### src/rtl/spi_bus_bridge.sv
// SPI mode-0 slave that turns host frames ({rw, addr[14:0]} header plus data words)
// into reads and writes on the parallel register bus of main, auto-incrementing the address.
module spi_bus_bridge #(
    parameter int unsigned SYNC_STAGES = 2,
    parameter int unsigned RD_LAT      = 2
) (
    input  logic        clk,
    input  logic        sclr,
    input  logic        spi_sck,
    input  logic        spi_csn,
    input  logic        spi_mosi,
    output logic        spi_miso,
    output logic [15:0] rdaddr,
    output logic [15:0] wraddr,
    output logic [1:0]  be,
    output logic        write,
    output logic [15:0] wrdata,
    input  logic [15:0] rddata,
    output logic        busy,
    output logic        frame_err
);

    localparam int unsigned DW    = 16;
    localparam int unsigned BCW   = 4;
    localparam int unsigned LAT_W = $clog2(RD_LAT + 1);

    typedef enum logic [2:0] {
        WAIT_CS,
        IDLE,
        HDR,
        WDATA,
        RDATA
    } state_t;

    state_t                 state;
    logic [SYNC_STAGES-1:0] sck_sync;
    logic [SYNC_STAGES-1:0] csn_sync;
    logic [SYNC_STAGES-1:0] mosi_sync;
    logic [BCW-1:0]         bit_cnt;
    logic [DW-2:0]          shreg;
    logic [DW-1:0]          addr;
    logic [DW-1:0]          shout;
    logic                   fetch;
    logic [LAT_W-1:0]       lat_cnt;

    logic          sck_rise;
    logic          sck_fall;
    logic          cs_rise;
    logic          cs_fall;
    logic          word_done;
    logic [DW-1:0] word_in;

    // csn chain resets low so a reset taken mid-frame cannot look like an idle bus
    always_ff @(posedge clk) begin
        if (sclr) begin
            sck_sync  <= '0;
            csn_sync  <= '0;
            mosi_sync <= '0;
        end else begin
            sck_sync  <= {sck_sync[SYNC_STAGES-2:0], spi_sck};
            csn_sync  <= {csn_sync[SYNC_STAGES-2:0], spi_csn};
            mosi_sync <= {mosi_sync[SYNC_STAGES-2:0], spi_mosi};
        end
    end

    assign sck_rise  =  sck_sync[SYNC_STAGES-2] & ~sck_sync[SYNC_STAGES-1];
    assign sck_fall  = ~sck_sync[SYNC_STAGES-2] &  sck_sync[SYNC_STAGES-1];
    assign cs_rise   =  csn_sync[SYNC_STAGES-2] & ~csn_sync[SYNC_STAGES-1];
    assign cs_fall   = ~csn_sync[SYNC_STAGES-2] &  csn_sync[SYNC_STAGES-1];
    assign word_in   = {shreg, mosi_sync[SYNC_STAGES-1]};
    assign word_done = sck_rise && (bit_cnt == BCW'(15));

    always_ff @(posedge clk) begin
        if (sclr) begin
            state     <= WAIT_CS;
            bit_cnt   <= '0;
            shreg     <= '0;
            addr      <= '0;
            shout     <= '0;
            fetch     <= 1'b0;
            lat_cnt   <= '0;
            rdaddr    <= '0;
            wraddr    <= '0;
            wrdata    <= '0;
            be        <= '0;
            write     <= 1'b0;
            busy      <= 1'b0;
            frame_err <= 1'b0;
            spi_miso  <= 1'b0;
        end else begin
            write     <= 1'b0;
            frame_err <= 1'b0;
            spi_miso  <= (state == RDATA) ? shout[DW-1] : 1'b0;

            // Read fetch: rddata is sampled RD_LAT+1 edges after rdaddr was registered
            if (fetch) begin
                if (lat_cnt == LAT_W'(RD_LAT)) begin
                    shout <= rddata;
                    fetch <= 1'b0;
                end else begin
                    lat_cnt <= lat_cnt + LAT_W'(1);
                end
            end

            if (cs_rise) begin
                state   <= IDLE;
                busy    <= 1'b0;
                fetch   <= 1'b0;
                bit_cnt <= '0;
                if (bit_cnt != '0) begin
                    frame_err <= 1'b1;
                end
            end else if (cs_fall && state != WAIT_CS) begin
                state   <= HDR;
                busy    <= 1'b1;
                bit_cnt <= '0;
                shreg   <= '0;
                fetch   <= 1'b0;
                shout   <= '0;
            end else begin
                if (sck_rise && (state == HDR || state == WDATA || state == RDATA)) begin
                    bit_cnt <= bit_cnt + BCW'(1);
                    shreg   <= word_in[DW-2:0];
                end
                case (state)
                    WAIT_CS: begin
                        if (csn_sync[SYNC_STAGES-1]) begin
                            state <= IDLE;
                        end
                    end
                    IDLE: begin
                    end
                    HDR: begin
                        if (word_done) begin
                            addr <= {1'b0, word_in[DW-2:0]};
                            if (word_in[DW-1]) begin
                                state <= WDATA;
                            end else begin
                                state   <= RDATA;
                                rdaddr  <= {1'b0, word_in[DW-2:0]};
                                fetch   <= 1'b1;
                                lat_cnt <= '0;
                            end
                        end
                    end
                    WDATA: begin
                        if (word_done) begin
                            wrdata <= word_in;
                            wraddr <= addr;
                            be     <= 2'b11;
                            write  <= 1'b1;
                            addr   <= addr + DW'(1);
                        end
                    end
                    RDATA: begin
                        // The fall right after a word boundary keeps the freshly loaded MSB
                        if (word_done) begin
                            rdaddr  <= rdaddr + DW'(1);
                            fetch   <= 1'b1;
                            lat_cnt <= '0;
                        end else if (sck_fall && bit_cnt != '0) begin
                            shout <= {shout[DW-2:0], 1'b0};
                        end
                    end
                    default: begin
                        state <= WAIT_CS;
                    end
                endcase
            end
        end
    end

endmodule

### config.mk
export PLATFORM = sky130hd
export DESIGN_NAME = spi_bus_bridge
export DESIGN_NICKNAME = d
export VERILOG_FILES = /design/src/rtl/spi_bus_bridge.sv
export SDC_FILE = /design/constraint.sdc
export NUM_CORES = 1
export LEC_CHECK = 0
export CAP_MARGIN = 25
export CELL_PAD_IN_SITES_DETAIL_PLACEMENT = 1
export CELL_PAD_IN_SITES_GLOBAL_PLACEMENT = 2
export CORE_AREA = 5 5 131 133
export CTS_CLUSTER_DIAMETER = 150
export CTS_CLUSTER_SIZE = 12
export DETAILED_ROUTE_END_ITERATION = 16
export DIE_AREA = 0 0 136 138
export GPL_ROUTABILITY_DRIVEN = 0
export PLACE_DENSITY_LB_ADDON = 0.1
export SLEW_MARGIN = 20
export SYNTH_ARGS = -nofsm -noshare
export SYNTH_HDL_FRONTEND = slang
export SYNTH_SLANG_ARGS = --single-unit
### constraint.sdc
create_clock -name clk -period 2.95 [get_ports clk]
set_input_delay 0.295 -clock clk [delete_from_list [all_inputs] [get_ports clk]]
set_output_delay 0.295 -clock clk [all_outputs]
set_load 0.05 [all_outputs]
==> implementation parameters, run 1 <==
Parameter                              Value

Layout
  Most common cell after layout, fill and taps aside ... sky130_fd_sc_hd__dfxtp_1
  Area Overhead vs Synth ... 29.2%
  Commonest non-fill, non-tap cells in the layout ... sky130_fd_sc_hd__dfxtp_1, sky130_fd_sc_hd__nand2_1, sky130_fd_sc_hd__clkdlybuf4s50_1, sky130_fd_sc_hd__a21oi_1, sky130_fd_sc_hd__mux2i_1
  Design area ... 6970 um^2
  Net total in the final layout ... 723
  Fin util ... 0.444
  Share of post-route cells with drive strength above 1 ... 0.0792
  Fill cell count ... 1,854
  Final Instance Count excl. Fillers ... 923
  Number of antenna cells inserted ... 0

Floorplan
  Site Rows ... 46
  Count of pins on the block boundary ... 75
  Initial cell density of the core ... 0.343
  Die width ... 136 um
  Total die area ... 18,800 um^2
  Height of the die ... 138 um
  Core Region ... 15,700 um^2

Clock network
  Deepest clock path buffer count ... 2
  Clock input transition at the sequential cells of the worst setup and hold paths ... 50 ps
  Buffers inserted by post-CTS timing repair ... 0
  H-tree depth ... 4
  Clock insertion delay at the later pin of the skew report ... 420 ps
  CTS tree ... done
  Post-cts sizing count ... 0
  Number of buffers inserted by hold repair at cts ... 0
  Sinks on the clock net ... 116
  TritonCTS Buffers ... 17
  CTS root buf ... sky130_fd_sc_hd__clkbuf_16

STA
  Worst-case headroom to the max-slew limit ... 0.309
  Number of failing setup endpoints in the final timing report ... 0
  Endpoints failing hold ... 0
  Skew final ... 8.08 ps
  Smallest hold slack ... 307 ps
  Time the worst path needs with I/O delays and setup ... 2370 ps
  Slew at the pin with the worst max-slew slack ... 1040 ps
  Sum of negative setup slack ... 0 ps
  RSZ-0062 raised after global routing ... false
  Maximum clock rate ... 0.422 GHz
  Pins over their slew limit ... 0
  Final worst-path setup slack ... 578 ps
  Final Cycle Share ... 0.804

Run status
  Result of the run ... finished, final reports clean

Power
  Leak pwr ... 2.38 nW
  Switch share ... 0.209
  Power density relative to cell area ... 561 nW/um^2
  Cell internal pwr ... 3.09 mW
  Power consumption ... 3.91 mW
  Total net switching power ... 816 uW
  Reg power frac ... 0.405
  Clock power share ... 0.563
  Peak supply drop ... 0.425 mV
  Combinational Power Share ... 0.032

Worst setup path
  Arrival time reported for the critical path endpoint ... 2690 ps
  Highest cell delay on the worst timing path ... 510 ps
  Kind of cell adding the most delay to the critical path ... simple AND/OR/NAND/NOR gates
  Kind of critical path ... flop to flop
  Category of the worst setup path capture point ... flop
  Cell chain of the critical path ... or3b_2 > nor4b_2 > nand3_1 > o32ai_1
  Type of element launching the critical path ... flop
  Sum of buffers and inverters on the critical path ... 0
  Max stage delay cell, worst path ... sky130_fd_sc_hd__dfxtp_1
  Required time of the critical path ... 3270 ps
  CP Max Fanout ... 14

GRT
  First-pass GRT wire length ... 28,400 um
  Largest net degree at the start of global routing ... 93
  Antenna violations before repair ... 0
  Remaining global-route overflow ... 0
  Total routing resource utilization after global routing ... 0.190
  Vias in the first global route ... 5,238

Detailed routing
  Routed via count divided by cell count ... 5.51
  Residual antenna-violating net count after detailed routing ... 0
  Routed length per placed instance ... 19.1 um
  Final routed wirelength across all metal layers ... 17,700 um
  Detailed-route DRC error count ... 0
  First DRT Iteration DRCs ... 241
  Vias post-DR ... 5,090
  Length of the first detailed-routing pass in iterations ... 4

Yosys
  Syn_area_per_cell ... 8.51 um^2
  Post-synth design cell area ... 5400 um^2
  Post-Syn Nets ... 662
  Number of warnings reported in the yosys synthesis log ... 0
  Number of distinct library cell variants in the gate-level netlist after synthesis ... 66
  Number of enable-type register cells in the synthesized netlist ... 0
  Largest area contributor in the netlist ... sky130_fd_sc_hd__dfxtp_1
  Fraction of synthesized cell area taken by the top area cell type ... 0.430
  Register area share after synthesis ... 0.430
  Total of flip-flops plus latches after synthesis ... 116
  Biggest area contributors in the synthesized netlist ... sky130_fd_sc_hd__dfxtp_1, sky130_fd_sc_hd__nand2_1, sky130_fd_sc_hd__a21oi_1, sky130_fd_sc_hd__mux2i_1, sky130_fd_sc_hd__clkbuf_1
  Commonest register cell after synthesis ... sky130_fd_sc_hd__dfxtp_1
  Post-synthesis async set-or-reset flop share ... 0
  Count of mapped cells out of synthesis ... 634

Place
  Placed wire-length estimate ... 11,800 um
  Port-buffer cells ... 74
  Instance count after placement with tap cells included ... 892
  Dpl cell area ... 6340 um^2
  Setup WS pre-CTS ... 596 ps

Run
  Number of max-cap violations ... 0

Hold path
  Worst hold path type ... input port to flop
[routing by layer]
metal,vias to the layer above,wire length (um),GRT usage
met5,-,0,0
met4,0,263,0.0679
met3,23,667,0.0341
met2,108,8720,0.315
met1,2508,8010,0.248
li1,2451,-,-
[power groups by stage]
stage          clock [mW]  combinational (mW)  sequential (mW)
2_1_floorplan           0              0.0681             1.61
3_3_place_gp            0               0.123             1.62
3_5_place_dp            0               0.124             1.62
4_1_cts              2.25               0.125             1.58
5_1_grt              2.32               0.133             1.58
6_report             2.20               0.123             1.58
[registers in the layout, summed over array words and instances (netlist names)]
register and count:
fetch 1, frame_err 1, busy 1, sck_sync 2, write 1, shreg 15, rdaddr 16, be 1
mosi_sync 2, addr 16, lat_cnt 2, state 3, wraddr 16, csn_sync 2, wrdata 16, shout 16
spi_miso 1, bit_cnt 4
[kinds of logic (layout without fill, tap and decap cells)]
| family | Yosys count | in the layout | synth area share |
|---|---|---|---|
| muxes | 25 | 25 | 0.0464 |
| and+or+nand+nor | 234 | 234 | 0.222 |
| DFF | 116 | 116 | 0.430 |
| buffers and inverters | 72 | 145 | 0.0517 |
| adders and majority gates | 7 | 7 | 0.0162 |
| AOI/OAI and AO/OA | 175 | 175 | 0.225 |
| xor gates and xnor gates | 5 | 5 | 0.00812 |
[tightest hold or removal path, cell delays in order]
cell                      delay [ps]
sky130_fd_sc_hd__buf_2            90
sky130_fd_sc_hd__inv_1           130
sky130_fd_sc_hd__nand2_1         100
sky130_fd_sc_hd__o32ai_1          70
[path summary, 6_finish.rpt]
check	start	slack, ps	depth (start not counted)	endpoint
min	sclr	310	4	addr[11]
min reg2reg	mosi_sync[0]	440	1	mosi_sync[1]
max	state[2]	580	4	shout[8]
max reg2reg	state[2]	580	4	shout[8]
[area by class of cell]
class,count,area [um^2],area share
Clock buffer,22,474,0.0680
Timing Repair Buffer,91,863,0.124
Clock inverter,9,151,0.0217
Multi-Input combinational cell,446,2800,0.402
Inverter,23,86.3,0.0124
Sequential cell,116,2320,0.333
Tap cell,216,270,0.0388
[cells in the mapped netlist, types with 9 or more instances]
master and count:
sky130_fd_sc_hd__a21oi_1 61, sky130_fd_sc_hd__a31oi_1 10, sky130_fd_sc_hd__a32o_1 9, sky130_fd_sc_hd__clkbuf_1 42
sky130_fd_sc_hd__dfxtp_1 116, sky130_fd_sc_hd__inv_1 22, sky130_fd_sc_hd__mux2i_1 25, sky130_fd_sc_hd__nand2_1 97
sky130_fd_sc_hd__nand3_1 21, sky130_fd_sc_hd__nand4_1 10, sky130_fd_sc_hd__nor2_1 24, sky130_fd_sc_hd__nor2b_1 16
sky130_fd_sc_hd__nor3_1 12, sky130_fd_sc_hd__o21ai_0 11, sky130_fd_sc_hd__o31ai_1 10, sky130_fd_sc_hd__o32ai_1 17
Power figures use the tool's default switching activity.
==> run 2, diff against run 1 <==
CORE_AREA = 5 5 141 143   (was 5 5 131 133)
DIE_AREA = 0 0 146 148   (was 0 0 136 138)
clock period = 2.13 ns   (was 2.95 ns; I/O delays follow)
==> run 2 against run 1 <==
Net effect: core utilization is 5.3 points lower; hold slack lost 7.2 ps; cell count rose by 4.6%; die area grew 15%; final area increased by 3.3%; sequential cell count did not move; sequential power up 39%; first-iteration DRC count up 25%; power up 34%; combinational power increased by 56%; largest cell class unchanged; largest power group unchanged; highest routed layer unchanged.
==> implementation parameters, run 2 (same netlist as run 1, synthesis figures left out) <==
Parameter                              Value

Hold path
  Worst hold path type ... input port to flop

STA
  Smallest hold slack ... 300 ps
  Slew at the pin with the worst max-slew slack ... 783 ps
  Skew final ... 7.54 ps
  Maximum clock rate ... 0.489 GHz
  RSZ-0062 raised after global routing ... false
  Time the worst path needs with I/O delays and setup ... 2040 ps
  Number of failing setup endpoints in the final timing report ... 0
  Worst-case headroom to the max-slew limit ... 0.476
  Final worst-path setup slack ... 85.2 ps
  Pins over their slew limit ... 0
  Final Cycle Share ... 0.960
  Endpoints failing hold ... 0

Clock network
  Number of buffers inserted by hold repair at cts ... 0
  Buffers inserted by post-CTS timing repair ... 0
  H-tree depth ... 4
  TritonCTS Buffers ... 17
  Clock insertion delay at the later pin of the skew report ... 420 ps
  Deepest clock path buffer count ... 2
  Sinks on the clock net ... 116
  Clock input transition at the sequential cells of the worst setup and hold paths ... 50 ps
  CTS tree ... done
  CTS root buf ... sky130_fd_sc_hd__clkbuf_16

Worst setup path
  Cell chain of the critical path ... ha_2 > inv_1 > or4_1 > buf_4 > or3_1 > a41oi_1
  Max stage delay cell, worst path ... sky130_fd_sc_hd__or4_1
  Arrival time reported for the critical path endpoint ... 2380 ps
  Required time of the critical path ... 2460 ps
  Category of the worst setup path capture point ... flop
  Kind of cell adding the most delay to the critical path ... simple AND/OR/NAND/NOR gates
  Sum of buffers and inverters on the critical path ... 2
  Kind of critical path ... flop to flop
  Type of element launching the critical path ... flop
  CP Max Fanout ... 8
  Highest cell delay on the worst timing path ... 580 ps

Power
  Power density relative to cell area ... 726 nW/um^2
  Leak pwr ... 2.48 nW
  Power consumption ... 5.23 mW
  Peak supply drop ... 0.558 mV

Detailed routing
  Vias post-DR ... 5,243
  Length of the first detailed-routing pass in iterations ... 4
  Detailed-route DRC error count ... 0
  Routed length per placed instance ... 19.3 um
  First DRT Iteration DRCs ... 301
  Routed via count divided by cell count ... 5.43
  Final routed wirelength across all metal layers ... 18,600 um
  Residual antenna-violating net count after detailed routing ... 0

Layout
  Storage cell area ... 2330 um^2
  Most common cell after layout, fill and taps aside ... sky130_fd_sc_hd__dfxtp_1
  Commonest non-fill, non-tap cells in the layout ... sky130_fd_sc_hd__dfxtp_1, sky130_fd_sc_hd__nand2_1, sky130_fd_sc_hd__clkdlybuf4s50_1, sky130_fd_sc_hd__a21oi_1, sky130_fd_sc_hd__buf_4
  Area Overhead vs Synth ... 33.5%
  Total area of multi-input combinational cells ... 2820 um^2
  Fill cell count ... 2,118
  Fin util ... 0.390
  Number of antenna cells inserted ... 0
  Final Instance Count excl. Fillers ... 965
  Net total in the final layout ... 747
  Share of post-route cells with drive strength above 1 ... 0.123

Floorplan
  Initial cell density of the core ... 0.292
  Site Rows ... 50
  Total die area ... 21,600 um^2
  Die width ... 146 um
  Core Region ... 18,500 um^2
  Count of pins on the block boundary ... 75
  Height of the die ... 148 um

GRT
  Largest net degree at the start of global routing ... 93
  Total routing resource utilization after global routing ... 0.176
  Antenna violations before repair ... 0
  Vias in the first global route ... 5,620
  First-pass GRT wire length ... 30,400 um
  Remaining global-route overflow ... 0

Place
  Placed wire-length estimate ... 12,700 um
  Port-buffer cells ... 74
  Setup WS pre-CTS ... -0.496 ps
  Instance count after placement with tap cells included ... 934

Run
  Number of max-cap violations ... 0

Run status
  Result of the run ... finished, final reports clean
-- run 2: area by class of cell --
type,instances,share of cell area
timing repair buffer,115,0.152
multi-input combinational,446,0.391
inverter,23,0.0120
clock inverter,9,0.0142
sequential,116,0.323
tap,234,0.0406
clock buffer,22,0.0672
-- run 2: stage by stage --
step,TNS [ps],instance area [um^2]
after floorplan,0,5400
after global placement,0,6600
after detailed placement,-0.496,6600
after CTS,0,7190
after global routing,0,7200
final,0,7200
-- run 2: timing repair --
action / CTS / global route
endpoints found under the hold margin: 0 / 0
gates resized for setup: 1 / 7
endpoints found under the setup margin: 1 / 33
-- run 2: worst min-delay path: stages --
cell                     delay [ps]
sky130_fd_sc_hd__buf_2          120
sky130_fd_sc_hd__buf_12         220
sky130_fd_sc_hd__nor2_1         130
-- run 2: path summary, 6_finish.rpt --
path              start        end  slack (ps)  cells after the start
max reg2reg  bit_cnt[0]    addr[7]          90                      6
min                sclr      be[0]         300                      3
min reg2reg   wraddr[0]  wraddr[0]         450                      2
max          bit_cnt[0]    addr[7]          90                      6
-- run 2: routing by layer --
metal	wire [um]	up-vias	global-route usage	share of wire
li1	-	2505	-	-
met1	8440	2635	0.215	0.45
met2	9270	86	0.308	0.50
met3	704	17	0.0420	0.038
met4	233	0	0.0494	0.012
met5	0	-	0	0
-- run 2: where the power goes --
part / internal, mW / leakage, nW / total [mW] / switching (mW)
Clock: 1.83 / 0.284 / 2.85 / 1.02
Sequential: 2.18 / 0.938 / 2.19 / 0.0108
Combinational: 0.0775 / 1.26 / 0.192 / 0.115
Total: 4.08 / 2.48 / 5.23 / 1.14
